## config.mk

```make
export PLATFORM = sky130hd
export DESIGN_NAME = ff_array_2p
export DESIGN_NICKNAME = d
export VERILOG_FILES = /design/src/rtl/ff_array_pkg.sv /design/src/rtl/ff_array_entry.sv /design/src/rtl/ff_array_2p.sv
export SDC_FILE = /design/constraint.sdc
export NUM_CORES = 1
export LEC_CHECK = 0
export CAP_MARGIN = 20
export CORE_ASPECT_RATIO = 0.7
export CORE_UTILIZATION = 42
export DETAILED_ROUTE_END_ITERATION = 10
export PLACE_DENSITY = 0.73
export RECOVER_POWER = 25
export SLEW_MARGIN = 5
export SYNTH_ARGS = -nofsm -noshare
export SYNTH_HDL_FRONTEND = slang
export SYNTH_HIERARCHICAL = 1
export SYNTH_SLANG_ARGS = --single-unit
```

## constraint.sdc

```tcl
create_clock -name clk -period 1.7 [get_ports clk]
set_input_delay 0.425 -clock clk [delete_from_list [all_inputs] [get_ports clk]]
set_output_delay 0.425 -clock clk [all_outputs]
set_load 0.01 [all_outputs]
```

## src/rtl/ff_array_pkg.sv

```systemverilog
// Shared types for the flip-flop register array: error codes reported on err_code.
package ff_array_pkg;

   typedef enum logic [1:0] {
      ERR_NONE      = 2'd0,
      ERR_WR_OOR    = 2'd1,
      ERR_RD_OOR    = 2'd2,
      ERR_RD_UNINIT = 2'd3
   } err_code_e;

endpackage

```

## src/rtl/ff_array_entry.sv

```systemverilog
// One storage word with per-byte write enables and a valid bit set by any enabled byte.
module ff_array_entry #(
   parameter int WIDTH = 8,
   parameter int NB    = WIDTH / 8
) (
   input  logic             clk,
   input  logic             resetn,
   input  logic             sel_i,
   input  logic [NB-1:0]    be_i,
   input  logic [WIDTH-1:0] data_i,
   output logic [WIDTH-1:0] word_o,
   output logic             valid_o
);

   logic [WIDTH-1:0] word_q, word_d;
   logic             valid_q, valid_d;

   // NOTE: combinational next-state uses blocking assignments with defaults first, so no latch is inferred.
   always_comb begin
      word_d  = word_q;
      valid_d = valid_q;
      if (sel_i) begin
         for (int b = 0; b < NB; b++) begin
            if (be_i[b]) word_d[8*b +: 8] = data_i[8*b +: 8];
         end
         valid_d = valid_q | (|be_i);
      end
   end

   // NOTE: storage is deliberately reset here; users rely on fully-cleared contents after reset.
   always_ff @(posedge clk) begin
      if (!resetn) begin
         word_q  <= '0;
         valid_q <= 1'b0;
      end else begin
         word_q  <= word_d;
         valid_q <= valid_d;
      end
   end

   assign word_o  = word_q;
   assign valid_o = valid_q;

endmodule

```

## src/rtl/ff_array_2p.sv

```systemverilog
// Directly-addressed register array: independent write and read ports, registered read,
// optional write-to-read bypass and a sticky first-error report.
module ff_array_2p
   import ff_array_pkg::*;
#(
   parameter int WIDTH  = 8,
   parameter int DEPTH  = 8,
   parameter bit BYPASS = 1'b1,
   parameter int NB     = WIDTH / 8,
   parameter int AW     = $clog2(DEPTH)
) (
   input  logic             clk,
   input  logic             resetn,
   input  logic             wr_en,
   input  logic [AW-1:0]    wr_addr,
   input  logic [WIDTH-1:0] wr_data,
   input  logic [NB-1:0]    wr_be,
   input  logic             rd_en,
   input  logic [AW-1:0]    rd_addr,
   output logic [WIDTH-1:0] rd_data,
   output logic             rd_vld,
   output logic             err,
   output logic [1:0]       err_code,
   input  logic             err_clr
);

   localparam logic [AW:0] DEPTH_L = (AW+1)'(DEPTH);

   logic             wr_ok, rd_ok, collide;
   logic [WIDTH-1:0] words [DEPTH];
   logic [DEPTH-1:0] valids;

   assign wr_ok   = {1'b0, wr_addr} < DEPTH_L;
   assign rd_ok   = {1'b0, rd_addr} < DEPTH_L;
   assign collide = wr_en & rd_en & wr_ok & rd_ok & (wr_addr == rd_addr);

   for (genvar e = 0; e < DEPTH; e++) begin : g_entry
      ff_array_entry #(.WIDTH(WIDTH), .NB(NB)) u_entry (
         .clk     (clk),
         .resetn  (resetn),
         .sel_i   (wr_en && wr_ok && (wr_addr == AW'(e))),
         .be_i    (wr_be),
         .data_i  (wr_data),
         .word_o  (words[e]),
         .valid_o (valids[e])
      );
   end

   logic [WIDTH-1:0] old_word, rd_word;
   logic             old_valid, rd_valid;

   // Read mux; out-of-range addresses select nothing and read as an invalid zero word.
   always_comb begin
      old_word  = '0;
      old_valid = 1'b0;
      for (int e = 0; e < DEPTH; e++) begin
         if (rd_addr == AW'(e)) begin
            old_word  = words[e];
            old_valid = valids[e];
         end
      end
      rd_word  = old_word;
      rd_valid = old_valid;
      if (BYPASS && collide) begin
         for (int b = 0; b < NB; b++) begin
            if (wr_be[b]) rd_word[8*b +: 8] = wr_data[8*b +: 8];
         end
         rd_valid = old_valid | (|wr_be);
      end
   end

   logic [WIDTH-1:0] rd_data_q, rd_data_d;
   logic             rd_vld_q, rd_vld_d;
   logic             err_q, err_d;
   err_code_e        code_q, code_d, new_code;
   logic             new_err;

   always_comb begin
      rd_vld_d  = rd_en & rd_ok;
      rd_data_d = (rd_vld_d && rd_valid) ? rd_word : '0;

      new_err  = 1'b1;
      new_code = ERR_NONE;
      if (wr_en && !wr_ok)               new_code = ERR_WR_OOR;
      else if (rd_en && !rd_ok)          new_code = ERR_RD_OOR;
      else if (rd_en && rd_ok && !rd_valid) new_code = ERR_RD_UNINIT;
      else                               new_err  = 1'b0;

      err_d  = err_q;
      code_d = code_q;
      if (err_clr) begin
         err_d  = 1'b0;
         code_d = ERR_NONE;
      end
      // First error is kept until cleared; a clear in the same cycle lets the new code in.
      if (new_err) begin
         err_d = 1'b1;
         if (!err_q || err_clr) code_d = new_code;
      end
   end

   always_ff @(posedge clk) begin
      if (!resetn) begin
         rd_data_q <= '0;
         rd_vld_q  <= 1'b0;
         err_q     <= 1'b0;
         code_q    <= ERR_NONE;
      end else begin
         rd_data_q <= rd_data_d;
         rd_vld_q  <= rd_vld_d;
         err_q     <= err_d;
         code_q    <= code_d;
      end
   end

   assign rd_data  = rd_data_q;
   assign rd_vld   = rd_vld_q;
   assign err      = err_q;
   assign err_code = code_q;

endmodule

```

## Word level (Yosys, flattened, before mapping)

Index checks and enable logic that the tools add are counted.

| storage, ports and cells | value |
|---|---|
| input bits | 20 |
| output and inout port bits | 12 |
| word-level logic and storage cells | 97 |
| register bits after elaboration | 84 |

| cells by class | value |
|---|---|
| eq/ne operators | 15 |
| bitwise gates (word level) | 11 |
| multiplexer cells | 26 |
| reduce and logical (&&, ||, !) cells | 25 |

Operators with widths:

| operator | count |
|---|---|
| two-way mux 8 bit | 10 |
| equality test 3 bit (second input constant) | 8 |
| AND reduction 2 bit | 9 |
| equality test 3 x 2 -> 1 bit (second input constant) | 4 |
| two-way mux 1 bit | 12 |
| logical AND 1 bit | 10 |
| bitwise OR 1 bit | 9 |
| two-way mux 2 bit | 4 |
| equality test 3 x 1 -> 1 bit (second input constant) | 2 |
| zero test 3 bit | 2 |
| equality test 3 bit | 1 |
| bitwise AND 1 bit | 2 |
| zero test 1 bit | 2 |
| nonzero test 2 bit | 1 |
| logical OR 1 bit | 1 |

## Logic depth before layout (Yosys ltp)

| logic depth | value |
|---|---|
| word-level depth | 16 |
| depth in mapped cells | 7 |

## Modules after synthesis

Netlist, hierarchy kept.

Modules (own cells, without submodules):

| module | seq. area each (um^2) | times used | area an instance (um^2) | cells each |
|---|---|---|---|---|
| ff_array_entry | 180.2 | 8 | 354.1 | 40 |
| ff_array_2p | 240.2 | 1 | 1221.2 | 162 |

## Worst setup path after synthesis

OpenSTA, ideal clock, no wires.

| path | value |
|---|---|
| path type | input to register |
| start point | input rd_addr[1] |
| end point | register rd_data_q[0] (netlist: rd_data[0]) |
| setup time | 0.074 ns |
| cell stages on the path | 6 |
| data required time | 1.626 ns |
| path slack | 0.067 ns |
| arrival | 1.559 ns |
| buffers on the path | 2 |
| path through | buf_2 > buf_6 > nor2_1 > a32oi_1 > a311o_1 > a31oi_1 |

| between the ends | value |
|---|---|
| word-level cells in the longest chain between the ends | 13 |

RTL lines:

| what | line | RTL |
|---|---|---|
| start: declaration | ff_array_2p.sv:19 | `input logic [AW-1:0] rd_addr,` |
| zero test 3 bit | ff_array_2p.sv:57 | `if (rd_addr == AW'(e)) begin` |
| two-way mux 1 bit (8 in series) | ff_array_2p.sv:57 |  |
| bitwise OR 1 bit | ff_array_2p.sv:68 | `rd_valid = old_valid \| (\|wr_be);` |
| two-way mux 1 bit | ff_array_2p.sv:64 | `if (BYPASS && collide) begin` |
| logical AND 1 bit | ff_array_2p.sv:80 | `rd_data_d = (rd_vld_d && rd_valid) ? rd_word : '0;` |
| AND reduction 2 bit (no line) | n/a |  |
| end signal: assignment | ff_array_2p.sv:109 | `rd_data_q <= rd_data_d;` |
| end: declaration | ff_array_2p.sv:72 | `logic [WIDTH-1:0] rd_data_q, rd_data_d;` |

Parallel ways exist; a longest one is shown, timed or not.
A chain may end at the register's enable or synchronous reset.

## Final worst setup path

| path | value |
|---|---|
| start point | input wr_en |
| end point | register g_entry[3].u_entry.word_q[1] |

| between the ends | value |
|---|---|
| word-level cells in the longest chain between the ends | 2 |

RTL lines:

| what | line | RTL |
|---|---|---|
| start: declaration | ff_array_2p.sv:14 | `input logic wr_en,` |
| logical AND 1 bit | ff_array_2p.sv:41 | `.sel_i (wr_en && wr_ok && (wr_addr == AW'(e))),` |
| AND reduction 2 bit (no line) | n/a |  |
| end signal: assignment | ff_array_entry.sv:36 | `word_q <= word_d;` |
| end: declaration | ff_array_entry.sv:15 | `logic [WIDTH-1:0] word_q, word_d;` |

No other way between the ends.

==> reports/qor.csv <==
stage,metric,value,unit
status,outcome,completed,
synth,syn_avg_cell_area,8.41,um^2
layout,n_antenna_cell,0,
power_and_ir_drop,power_per_cell_area,929,nW/um^2
clock_network,clk_pin_slew,60,ps
routing,firstDrtPassIters,5,
synth,synth.distinct_cells,38,
clock_network,clock_path_buffers,2,
layout,area.growth.synth_to_final,19.8,%
clock_network,postCtsSetupBuffers,0,
placed_design,placed_area,4500,um^2
timing,slew_headroom,60.9,%
timing,setup_viol,0,
layout,final_area,4860,um^2
layout,fin_cells,640,
synth,postSynthNetCount,502,
synth,async_flop_share,0,%
placed_design,buffer_ports.inserted,31,
routing,antenna_left,0,
synth,yosys_register_bits,84,
synth,synth-edff-count,0,
layout,layout-drive-gt1-share,16.5,%
floorplanning,coreArea,9220,um^2
placed_design,place_hpwl,8010,um
setup_path,arrival,1870,ps
setup_path,r2r_start,g_entry[0].u_entry/valid_o$_SDFFE_PN0P_,
timing,finalCritPeriodShare,97.6,%
timing,fin_crit,1660,ps
synth,synth_ff_type,dfxtp_1,
setup_path,critPathMaxStageDelay,520,ps
placed_design,dp_cells,624,
setup_path,critical-path-top-delay-family,buffers and inverters,
layout,layout.nets,532,
setup_path,crit_required,1910,ps
timing,rsz0062_at_grt,false,
timing,worst_pin_slew,587,ps
global_route,grt_pass1_vias,3482,
timing,fmax,603,MHz
floorplanning,die_area,10100,um^2
global_route,grt_pass1_wl,19100,um
setup_path,cpMaxStageDelayCell,clkdlybuf4s50_1,
clock_network,clock_sinks,84,
clock_network,holdBufCountCts,0,
clock_network,cts_tree,built,
layout,final_cell_mix,"84 x dfxtp_1, 76 x nand2_1, 64 x nand4_1, 55 x o21ai_1, 34 x buf_4",
layout,final_util,52.7,%
floorplanning,die_h,84.2,um
routing,wirelength,12000,um
synth,postSynthCellCount,482,
clock_network,cts_buffers,9,
setup_path,critPathLaunchType,primary input,
timing,hold_viol_final,0,
setup_path,crit_fanout,9,
timing,slew_viol_final,0,
floorplanning,initial_core_util,44.0,%
synth,yosysSeqAreaShare,41.5,%
synth,synth_largest_area_cell,dfxtp_1,
worst_hold_path,hold_path_class,flop to flop,
synth,yosys-top-cells-area,"dfxtp_1 41%, nand4_1 9.9%, o21ai_1 7.9%, nand2_1 7.0%, buf_6 5.0%",
power_and_ir_drop,leakagePower,1.67,nW
layout,final_common_cell,dfxtp_1,
setup_path,cp-startpoint,wr_en,
placed_design,gp_congestion,0.901,
floorplanning,num_rows,29,
routing,via_count,3872,
timing,fin_skew,4.43,ps
floorplanning,io_pins,32,
setup_path,critPathCaptureType,flop,
timing,fin_tns_setup,0,ps
synth,yosys.area.top_type_share,41.5,%
layout,num-fill-cells,867,
global_route,grt_max_degree,139,
clock_network,cts_root_buffer,clkbuf_16,
global_route,grt_overflow,0,
routing,vias_per_cell,6.05,
clock_network,cts.htree.levels,3,
global_route,grt_usage,25.0,%
clock_network,clock_latency,340,ps
run,maxCapViolations,0,
synth,yosysWarnings,6,
synth,syn_area,4050,um^2
setup_path,timing.critical_path.buf_inv,2,
power_and_ir_drop,vdd_drop_max,0.751,mV
routing,wl_per_cell,18.8,um
setup_path,path_cells,"clkdlybuf4s50_1, buf_4, nand2_1, nor2_1, and2_1, o21ai_0",
global_route,antenna_found_initial,0,
worst_hold_path,min_from,g_entry[1].u_entry/word_o[7]$_SDFFE_PN0P_,
setup_path,criticalPathCategory,primary input to flop,
floorplanning,die_x,119,um
routing,drt_iter0_drc,571,
routing,drc_errors,0,
-- Yosys cell counts (9+ instances only) --
master,n
o21ai_1,64
a21oi_1,16
nand4_1,64
nor2_1,9
dfxtp_1,84
nand3_1,10
buf_2,32
buf_6,18
a31oi_1,16
o21ai_0,9
nand2_1,76
nand2b_1,11
-- report_power, final --
| part | total [mW] | leakage, nW | internal [mW] | switching (mW) |
|---|---|---|---|---|
| Clock | 2.00 | 0.149 | 1.25 | 0.745 |
| Sequential | 2.02 | 0.679 | 2.00 | 0.0206 |
| Combinational | 0.494 | 0.846 | 0.199 | 0.294 |
| Total | 4.51 | 1.67 | 3.45 | 1.06 |
-- metal layers --
| layer | global-route usage (%) | vias to the layer above | part of all wire [%] |
|---|---|---|---|
| li1 | - | 1814 | - |
| met1 | 36.1 | 1828 | 47 |
| met2 | 35.3 | 221 | 40 |
| met3 | 9.51 | 9 | 12 |
| met4 | 4.66 | 0 | 0.77 |
| met5 | 0 | - | 0 |
-- metrics by stage --
step | total power, mW | hold WS (ps) | worst slack, ps
floorplan | 2.32 | 425 | 67.0
global placement | 2.52 | 432 | -586
detailed placement | 2.53 | 437 | -611
CTS | 4.53 | 446 | 13.9
global route | 4.66 | 463 | 9.14
finish | 4.51 | 449 | 41.4
-- area by class of cell --
cell class,instances,area (um^2),area share [%]
multi-input cells,342,2010,41.4
flip-flops and latches,84,1680,34.6
repair buffers,73,693,14.3
clock buffers,14,274,5.64
well taps,124,155,3.19
clock inverters,1,30.0,0.618
inverters,2,11.3,0.232
-- worst register-to-register path, delay by kind of cell, from the launching register on --
kind            cells  cell delay, ps
compound gates      3             650
buf+inv             1             190
flops               1             320
simple gates        2             230
-- path summary, 6_finish.rpt --
| path | end | slack (ps) | cells past startpoint |
|---|---|---|---|
| setup reg to reg | err$_SDFFE_PN0P_ | 200 | 6 |
| setup / recovery | g_entry[3].u_entry/word_o[1]$_SDFFE_PN0P_ | 40 | 6 |
| hold reg to reg | g_entry[1].u_entry/word_o[7]$_SDFFE_PN0P_ | 450 | 2 |
| hold / removal | g_entry[1].u_entry/word_o[7]$_SDFFE_PN0P_ | 450 | 2 |
-- cell families after synthesis --
kind of cell	synth area share (%)
buf+inv	9.69
compound gates	20.7
simple gates	25.0
xor+xnor	0.648
mux	2.47
flops	41.5
-- sequential cells by signal, indices dropped and copies added (netlist names) --
register	count
g_entry.u_entry/word_o	64
rd_vld	1
err_code	2
g_entry.u_entry/valid_o	8
err	1
rd_data	8
-- timing repair --
| item | in CTS | in global routing |
|---|---|---|
| gates cloned | 1 | 0 |
| pin swaps | 7 | 3 |
| setup endpoints to repair | 11 | 11 |
| endpoints found under the hold margin | 0 | 0 |
| gates resized for setup | 23 | 4 |
Power figures use the tool's default switching activity.
